--- src/rtl/ram_stream_reader_pkg.sv ---
// Shared types for the RAM stream reader.
// Holds the control FSM state encoding.
package ram_stream_reader_pkg;

  typedef enum logic [1:0] {
    IDLE,
    READ,
    DRAIN,
    DONE
  } state_e;

endpackage

--- src/rtl/ram_rd_skid.sv ---
// Two-entry FIFO that absorbs RAM read data under backpressure.
// Ports: push/push_data in, pop in, count and head (oldest entry) out.
module ram_rd_skid #(
  parameter int W = 17
) (
  input  logic         clk,
  input  logic         rst_n,
  input  logic         push,
  input  logic [W-1:0] push_data,
  input  logic         pop,
  output logic [1:0]   count,
  output logic [W-1:0] head
);

  logic [W-1:0] mem_q [2];
  logic [W-1:0] mem_d [2];
  logic         wr_ptr_q, wr_ptr_d;
  logic         rd_ptr_q, rd_ptr_d;
  logic [1:0]   count_q, count_d;

  always_comb begin
    mem_d    = mem_q;
    wr_ptr_d = wr_ptr_q;
    rd_ptr_d = rd_ptr_q;
    count_d  = count_q;
    if (push) begin
      mem_d[wr_ptr_q] = push_data;
      wr_ptr_d        = ~wr_ptr_q;
    end
    if (pop) begin
      rd_ptr_d = ~rd_ptr_q;
    end
    unique case ({push, pop})
      2'b10:   count_d = count_q + 2'd1;
      2'b01:   count_d = count_q - 2'd1;
      default: count_d = count_q;
    endcase
  end

  always_ff @(posedge clk or negedge rst_n) begin
    if (!rst_n) begin
      mem_q[0] <= '0;
      mem_q[1] <= '0;
      wr_ptr_q <= 1'b0;
      rd_ptr_q <= 1'b0;
      count_q  <= 2'd0;
    end else begin
      mem_q[0] <= mem_d[0];
      mem_q[1] <= mem_d[1];
      wr_ptr_q <= wr_ptr_d;
      rd_ptr_q <= rd_ptr_d;
      count_q  <= count_d;
    end
  end

  assign count = count_q;
  assign head  = mem_q[rd_ptr_q];

endmodule

--- src/rtl/ram_stream_reader.sv ---
// Fetches a run of words from a 1-cycle-latency RAM onto a valid/ready stream.
// Ports: start/start_addr/length cmd, busy/done status, RAM rd port, m_* stream.
module ram_stream_reader
  import ram_stream_reader_pkg::*;
#(
  parameter  int WIDTH_DATA = 16,
  parameter  int NUMWORDS   = 256,
  localparam int AW         = $clog2(NUMWORDS)
) (
  input  logic                  clk,
  input  logic                  rst_n,
  input  logic                  start,
  input  logic [AW-1:0]         start_addr,
  input  logic [AW:0]           length,
  output logic                  busy,
  output logic                  done,
  output logic                  mem_rd_en,
  output logic [AW-1:0]         mem_rd_addr,
  input  logic [WIDTH_DATA-1:0] mem_rd_data,
  output logic                  m_valid,
  input  logic                  m_ready,
  output logic [WIDTH_DATA-1:0] m_data,
  output logic                  m_last
);

  localparam logic [AW-1:0] LastAddr = AW'(NUMWORDS - 1);
  localparam logic [AW-1:0] AddrOne  = AW'(1);
  localparam logic [AW:0]   CntOne   = (AW + 1)'(1);

  state_e        state_q, state_d;
  logic [AW-1:0] addr_q, addr_d;
  logic [AW:0]   len_q, len_d;
  logic [AW:0]   iss_q, iss_d;
  logic [AW:0]   pop_cnt_q, pop_cnt_d;
  logic          infl_q, infl_d;
  logic          infl_last_q, infl_last_d;

  logic [1:0]          fifo_count;
  logic [WIDTH_DATA:0] head;
  logic                pop;
  logic                issue;
  logic [2:0]          credit;

  ram_rd_skid #(
    .W(WIDTH_DATA + 1)
  ) u_skid (
    .clk      (clk),
    .rst_n    (rst_n),
    .push     (infl_q),
    .push_data({infl_last_q, mem_rd_data}),
    .pop      (pop),
    .count    (fifo_count),
    .head     (head)
  );

  assign m_valid = (fifo_count != 2'd0);
  assign pop     = m_valid & m_ready;

  // Buffered plus in-flight words, less the one leaving now.
  assign credit = {1'b0, fifo_count} + {2'b0, infl_q} - {2'b0, pop};
  assign issue  = (state_q == READ) && (iss_q != len_q) && (credit < 3'd2);

  assign mem_rd_en   = issue;
  assign mem_rd_addr = issue ? addr_q : '0;
  assign m_data      = m_valid ? head[WIDTH_DATA-1:0] : '0;
  assign m_last      = m_valid & head[WIDTH_DATA];
  assign busy        = (state_q == READ) || (state_q == DRAIN);
  assign done        = (state_q == DONE);

  always_comb begin
    state_d     = state_q;
    addr_d      = addr_q;
    len_d       = len_q;
    iss_d       = iss_q;
    pop_cnt_d   = pop_cnt_q;
    infl_d      = issue;
    infl_last_d = issue && ((iss_q + CntOne) == len_q);
    if (issue) begin
      iss_d  = iss_q + CntOne;
      // Explicit wrap so non-power-of-two depths never overrun.
      addr_d = (addr_q == LastAddr) ? '0 : addr_q + AddrOne;
    end
    if (pop) begin
      pop_cnt_d = pop_cnt_q + CntOne;
    end
    unique case (state_q)
      IDLE: begin
        if (start) begin
          addr_d    = start_addr;
          len_d     = length;
          iss_d     = '0;
          pop_cnt_d = '0;
          state_d   = (length == '0) ? DONE : READ;
        end
      end
      READ: begin
        if (issue && ((iss_q + CntOne) == len_q)) begin
          state_d = DRAIN;
        end
      end
      DRAIN: begin
        if (pop && ((pop_cnt_q + CntOne) == len_q)) begin
          state_d = DONE;
        end
      end
      DONE:    state_d = IDLE;
      default: state_d = IDLE;
    endcase
  end

  always_ff @(posedge clk or negedge rst_n) begin
    if (!rst_n) begin
      state_q     <= IDLE;
      addr_q      <= '0;
      len_q       <= '0;
      iss_q       <= '0;
      pop_cnt_q   <= '0;
      infl_q      <= 1'b0;
      infl_last_q <= 1'b0;
    end else begin
      state_q     <= state_d;
      addr_q      <= addr_d;
      len_q       <= len_d;
      iss_q       <= iss_d;
      pop_cnt_q   <= pop_cnt_d;
      infl_q      <= infl_d;
      infl_last_q <= infl_last_d;
    end
  end

endmodule

--- config.mk ---
export PLATFORM = sky130hd
export DESIGN_NAME = ram_stream_reader
export DESIGN_NICKNAME = d
export VERILOG_FILES = /design/src/rtl/ram_stream_reader_pkg.sv /design/src/rtl/ram_rd_skid.sv /design/src/rtl/ram_stream_reader.sv
export SDC_FILE = /design/constraint.sdc
export NUM_CORES = 1
export LEC_CHECK = 0
export CAP_MARGIN = 20
export CORE_UTILIZATION = 60
export CTS_CLUSTER_SIZE = 8
export DETAILED_ROUTE_END_ITERATION = 16
export DONT_BUFFER_PORTS = 1
export GPL_ROUTABILITY_DRIVEN = 0
export PLACE_DENSITY = 0.73
export SYNTH_ARGS = -nofsm -noshare
export SYNTH_HDL_FRONTEND = slang
export SYNTH_SLANG_ARGS = --single-unit
export TNS_END_PERCENT = 30
--- constraint.sdc ---
create_clock -name clk -period 3.5 [get_ports clk]
set_clock_uncertainty 0.15 [all_clocks]
set_input_delay 0.525 -clock clk [delete_from_list [all_inputs] [get_ports clk]]
set_output_delay 0.525 -clock clk [all_outputs]
set_load 0.02 [all_outputs]
**Word level (Yosys, flattened, before mapping)**

Cells that the tools add are included.

- Register bits after elaboration: 77
- Bits of input ports: 37
- Output and inout bits: 29
- Word-level logic and storage cells: 77

- Add/subtract/negate cells: 7
- $lt $le $gt $ge: 4
- Equality and inequality tests: 12
- Multiplexer cells: 24
- Bitwise gates (word level): 6
- Reduce and logical (&&, ||, !) cells: 12

Operators by type and width:

| kind | count |
|---|---|
| 2-to-1 mux 17 bit | 4 |
| 2-to-1 mux 9 bit | 6 |
| 2-to-1 mux 8 bit | 5 |
| bitwise mux 34 bit | 1 |
| adder 9 x 1 -> 9 bit (second input constant) | 2 |
| equality test 9 bit | 2 |
| demux 17 bit (select 1 bit) | 1 |
| 2-to-1 mux 16 bit | 1 |
| zero test 9 bit | 1 |
| inequality test 9 bit | 1 |
| adder 8 x 1 -> 8 bit (second input constant) | 1 |
| equality test 8 bit (second input constant) | 1 |
| 2-to-1 mux 2 bit | 4 |
| case mux 2 bit (4 select lines) | 1 |
| equality test 2 bit (second input constant) | 3 |
| logical AND 1 bit | 5 |
| equality test 2 x 1 -> 1 bit (second input constant) | 2 |
| >= comparator 2 bit (second input constant) | 2 |
| inequality test 2 bit (second input constant) | 2 |
| inverter 1 -> 2 bit | 2 |
| case mux 2 bit (2 select lines) | 1 |
| nonzero test 2 bit | 2 |
| adder 2 x 1 -> 3 bit | 1 |
| less-than comparator 3 x 2 -> 1 bit (second input constant) | 1 |
| other kinds (11) | 13 |

**Logic depth before layout (Yosys ltp)**

Gate-level depths: netlist of the first run.

- Depth in word-level cells: 8
- Mapped depth: 13
- Mapped depth without buffers: 13

**Hierarchy**

A second synthesis of the first run with hierarchy kept.

- Cell total of the unflattened synthesis: 412
- Area total of the unflattened synthesis: 4290.4 um^2

Modules (own cells, without submodules):

| module | instances | cells an instance | area each (um^2) | sequential area each (um^2) |
|---|---|---|---|---|
| ram_stream_reader | 1 | 309 | 2648.8 | 975.9 |
| ram_rd_skid | 1 | 103 | 1641.6 | 950.9 |

**Worst setup path after synthesis of the first run**

No wires, ideal clock.

- Path type: reg2out
- From: register u_skid.count_q[1], in the netlist u_skid.count[1]
- To: output port mem_rd_addr[0]
- Data arrival time: 2847 ps
- Data required time: 2825 ps
- Slack: -22 ps
- Stages on the path, launching flop included: 11
- Cell sequence: dfrtp_1 nor2_1 inv_1 nand2_1 nor2_1 fa_1 xnor2_1 nand3_1 a31oi_4 buf_2 and2_1

- Cells in the longest elaborated chain, start to end: 6

RTL lines:

| what | RTL line | RTL |
|---|---|---|
| start: declaration | ram_rd_skid.sv:19 | `logic [1:0] count_q, count_d;` |
| start signal: assignment | ram_rd_skid.sv:52 | `count_q <= count_d;` |
| nonzero test 2 bit | ram_stream_reader.sv:56 | `assign m_valid = (fifo_count != 2'd0);` |
| named net m_valid | ram_stream_reader.sv:20 | `output logic m_valid,` |
| AND 1 bit | ram_stream_reader.sv:57 | `assign pop = m_valid & m_ready;` |
| subtractor 3 x 1 -> 3 bit | ram_stream_reader.sv:60 | `assign credit = {1'b0, fifo_count} + {2'b0, infl_q} - {2'b0, pop};` |
| less-than comparator 3 x 2 -> 1 bit | ram_stream_reader.sv:61 | `assign issue = (state_q == READ) && (iss_q != len_q) && (credit < 3'd2);` |
| logical AND 1 bit | ram_stream_reader.sv:61 |  |
| named net mem_rd_en | ram_stream_reader.sv:17 | `output logic mem_rd_en,` |
| 2-to-1 mux 8 bit | ram_stream_reader.sv:64 | `assign mem_rd_addr = issue ? addr_q : '0;` |
| end: declaration | ram_stream_reader.sv:18 | `output logic [AW-1:0] mem_rd_addr,` |

The timed path passes the listed nets, and every way through them passes these cells.

**Worst setup path after layout of the first run**

- From: register u_skid.count_q[1], in the netlist u_skid.count[1]
- To: output port mem_rd_addr[3]

- Cells in the longest elaborated chain, start to end: 6

RTL lines:

| what | RTL line |
|---|---|
| parallel branches: the longest is 2 deep, another holds adder 2 x 1 -> 3 bit | - |
| subtractor 3 x 1 -> 3 bit (*) | ram_stream_reader.sv:60 |
| less-than comparator 3 x 2 -> 1 bit (*) | ram_stream_reader.sv:61 |
| logical AND 1 bit (*) | ram_stream_reader.sv:61 |
| 2-to-1 mux 8 bit (*) | ram_stream_reader.sv:64 |

Every way passes the cells marked *.

==> run metrics, run 1 <==
Max H-tree Level 3; GRT overflow 0; worst slew pin tran 1.08 ns; 1st-iter DRT viols approximately 100; diode count 0; Die Area between 0.007 and 0.008 mm^2; CP max stage cell dfrtp_2; syn nets around 460; delay-heaviest family, CP simple AND/OR/NAND/NOR gates; HP Class input port to flop; post-synth cell types between 40 and 50; Final nets 461; max-slew violation count 0; mapped cell area 0.00416 mm^2; Row Count 29; most frequent cells in the layout dfrtp_1, nand2_1, nor2_1, mux2_2, xor2_1; final hold viol count 0; commonest non-fill, non-tap cell in the layout dfrtp_1; Setup-failing EPs final 0; Fin Hold WS about 0.13 ns; CP cell instances nor2_2 -> inv_1 -> nand2_1 -> nor2_2 -> o21ai_0 -> fa_1 -> xnor2_1 -> nand3_2 -> a31oi_4 -> and2_1; drt pass-1 iters 4; DRC 0; WL final around 8100 um; area leader, netlist dfrtp_1; Setup crit end kind output port; initial cell density of the core 0.637; Die Y 85.3 um; clk_lat worst skew roughly 0.35 ns; VDD IR max around 0.00037 V; crit path max fanout 6; Avg WL per Cell 16.2 um; io pins between 60 and 70; worst slew margin relative to its limit 0.274; Layout area overhead 8.45%; non-filler cells, final between 400 and 500; CP Class flop to output port; Placed Instances approximately 480; Yosys reg bits between 70 and 80; GRT Util Overall 0.238; Worst EP required 2.82 ns; core footprint 0.00653 mm^2; synthesis warning total 0; CP peak stage delay roughly 0.44 ns; Setup TNS 0 ns; Final Core Density 0.691; wire length of the first global-routing pass between 10000 and 15000 um; Clock Sink Count 77; Port-buffer cells 0; Area after DPL between 0.004 and 0.005 mm^2; clock buffer depth 2; post-route minimum period 3.26 ns; max frequency slightly above 300 MHz; Seq/Total Area, Yosys 0.463; number of global-route vias before repair 2836; CTS tree built; Final Instance Area about 0.0045 mm^2; largest net degree at the start of global routing between 70 and 80; post-synth top area share 0.463; Worst setup SP type flop; Mapped Cells a little over 400; Die Wd around 85 um; RSZ-0062 raised after global routing no; fin crit share 0.933; Arrival @ worst endpoint between 2 and 3 ns; ys flop type dfrtp_1; clock root cell clkbuf_8; cell mode on critical path nor2_2; MaxCap Viol Count 0; layout cell share with drive strength beyond 1 0.164; fillcell total 520; Routed Antenna Nets 0; initial antenna violation count 0; clk slew on worst S/H paths around 0.08 ns; Via Count about 2900; via density per instance approximately 5.7; Post-synth EDFFs 0; total CTS buffers 9; P_leak 2.13 nW; Syn Area/Cell 10.2 um^2; hpwl dp about 5600 um; outcome finished clean; WP buf/inv 1; Async S/R FF share, synth 1.00; Area contributors post-synth dfrtp_1, mux2_2, xor2_1; Pwr per Cell Area just under 500 mW/mm^2
layer usage:
metal / track usage / routed length, um / up-vias / part of all wire
met4: 0.112 / 144 / 0 / 0.018
met3: 0.0593 / 410 / 11 / 0.051
met2: 0.386 / 3960 / 68 / 0.49
met1: 0.302 / 3550 / 1375 / 0.44
li1: - / - / 1396 / -
met5: 0 / 0 / - / 0
final timing paths:
| check | startpoint | to | slack (ns) | cells past startpoint |
|---|---|---|---|---|
| max | u_skid.count[1]$_DFFE_PN0P_ | mem_rd_addr[3] | 0.24 | 10 |
| min in group asynchronous | rst_n | u_skid.mem_q[0]$_DFFE_PN0P_ | 0.58 | 2 |
| min reg2reg | u_skid.mem_q[29]$_DFFE_PN0P_ | u_skid.mem_q[29]$_DFFE_PN0P_ | 0.36 | 1 |
| max reg2reg | u_skid.count[1]$_DFFE_PN0P_ | state_q[1]$_DFFE_PN0P_ | 0.34 | 14 |
| max in group asynchronous | rst_n | addr_q[2]$_DFF_PN0_ | 2.31 | 2 |
| min | length[3] | len_q[3]$_DFFE_PN0P_ | 0.13 | 2 |
state kept, by name, summed over array words and instances (netlist names):
name and cells:
iss_q 9, state_q 2, infl_q 1, addr_q 8, infl_last_q 1, u_skid.mem_q 34, pop_cnt_q 9, len_q 9
u_skid.count 2, u_skid.wr_ptr_q 1, u_skid.rd_ptr_q 1
timing repair:
item	4_1_cts	5_1_grt
hold buffers	2	0
setup buffers	1	0
pin swaps	0	0
hold endpoints to repair	77	0
cloned	0	1
endpoints found under the setup margin	8	11
resized for setup	0	5
through the flow:
stage / total power, mW / worst slack (ns)
CTS: 2.22 / 0.0648
global route: 2.32 / 0.0400
finish: 2.21 / 0.235
floorplan: 1.44 / 0.178
detailed placement: 1.54 / 0.221
global placement: 1.52 / 0.401
cell families after synthesis:
group           count (synthesis)  share of synthesized area
compound gates                 34                     0.0550
xor+xnor                       52                      0.111
fa+ha+maj                       9                     0.0289
buf+inv                        25                     0.0246
mux                            54                      0.140
flops                          77                      0.463
simple gates                  159                      0.177
layout make-up:
| cell class | instances | area [um^2] | share of cell area |
|---|---|---|---|
| clock inverters | 4 | 47.5 | 0.0105 |
| inverters | 7 | 26.3 | 0.00582 |
| flip-flops and latches | 77 | 1930 | 0.427 |
| clock buffers | 12 | 145 | 0.0322 |
| repair buffers | 11 | 105 | 0.0233 |
| multi-input cells | 309 | 2160 | 0.479 |
| well taps | 77 | 96.3 | 0.0213 |
synth_stat cells, types with 5 or more instances:
library cell / count
nand3_1: 12
clkbuf_1: 10
and2_1: 11
xor2_1: 29
mux2_2: 34
buf_2: 7
xnor2_1: 22
a21oi_1: 9
nand4_1: 5
o21ai_0: 8
mux2i_1: 20
nand2_1: 58
nor2b_1: 5
dfrtp_1: 77
nor2_1: 42
nor3_1: 10
inv_1: 7
ha_1: 8
power by group:
group | leakage (nW) | switching [mW] | total [mW] | internal, mW
logic | 1.02 | 0.315 | 0.521 | 0.206
registers | 1.02 | 0.0852 | 1.03 | 0.942
clock network | 0.0964 | 0.312 | 0.659 | 0.347
total | 2.13 | 0.712 | 2.21 | 1.50
No activity file was read; power rests on OpenSTA's default activity.
==> inputs of run 2 (changes only) <==
TNS_END_PERCENT = default   (was 30)
==> results of run 2 <==
Final layout, timing and power as in run 1 (identical DEF).
==> inputs of run 3 (changes only) <==
SLEW_MARGIN = 40   (was default)
==> results of run 3 <==
Final layout, timing and power as in run 1 (identical DEF).
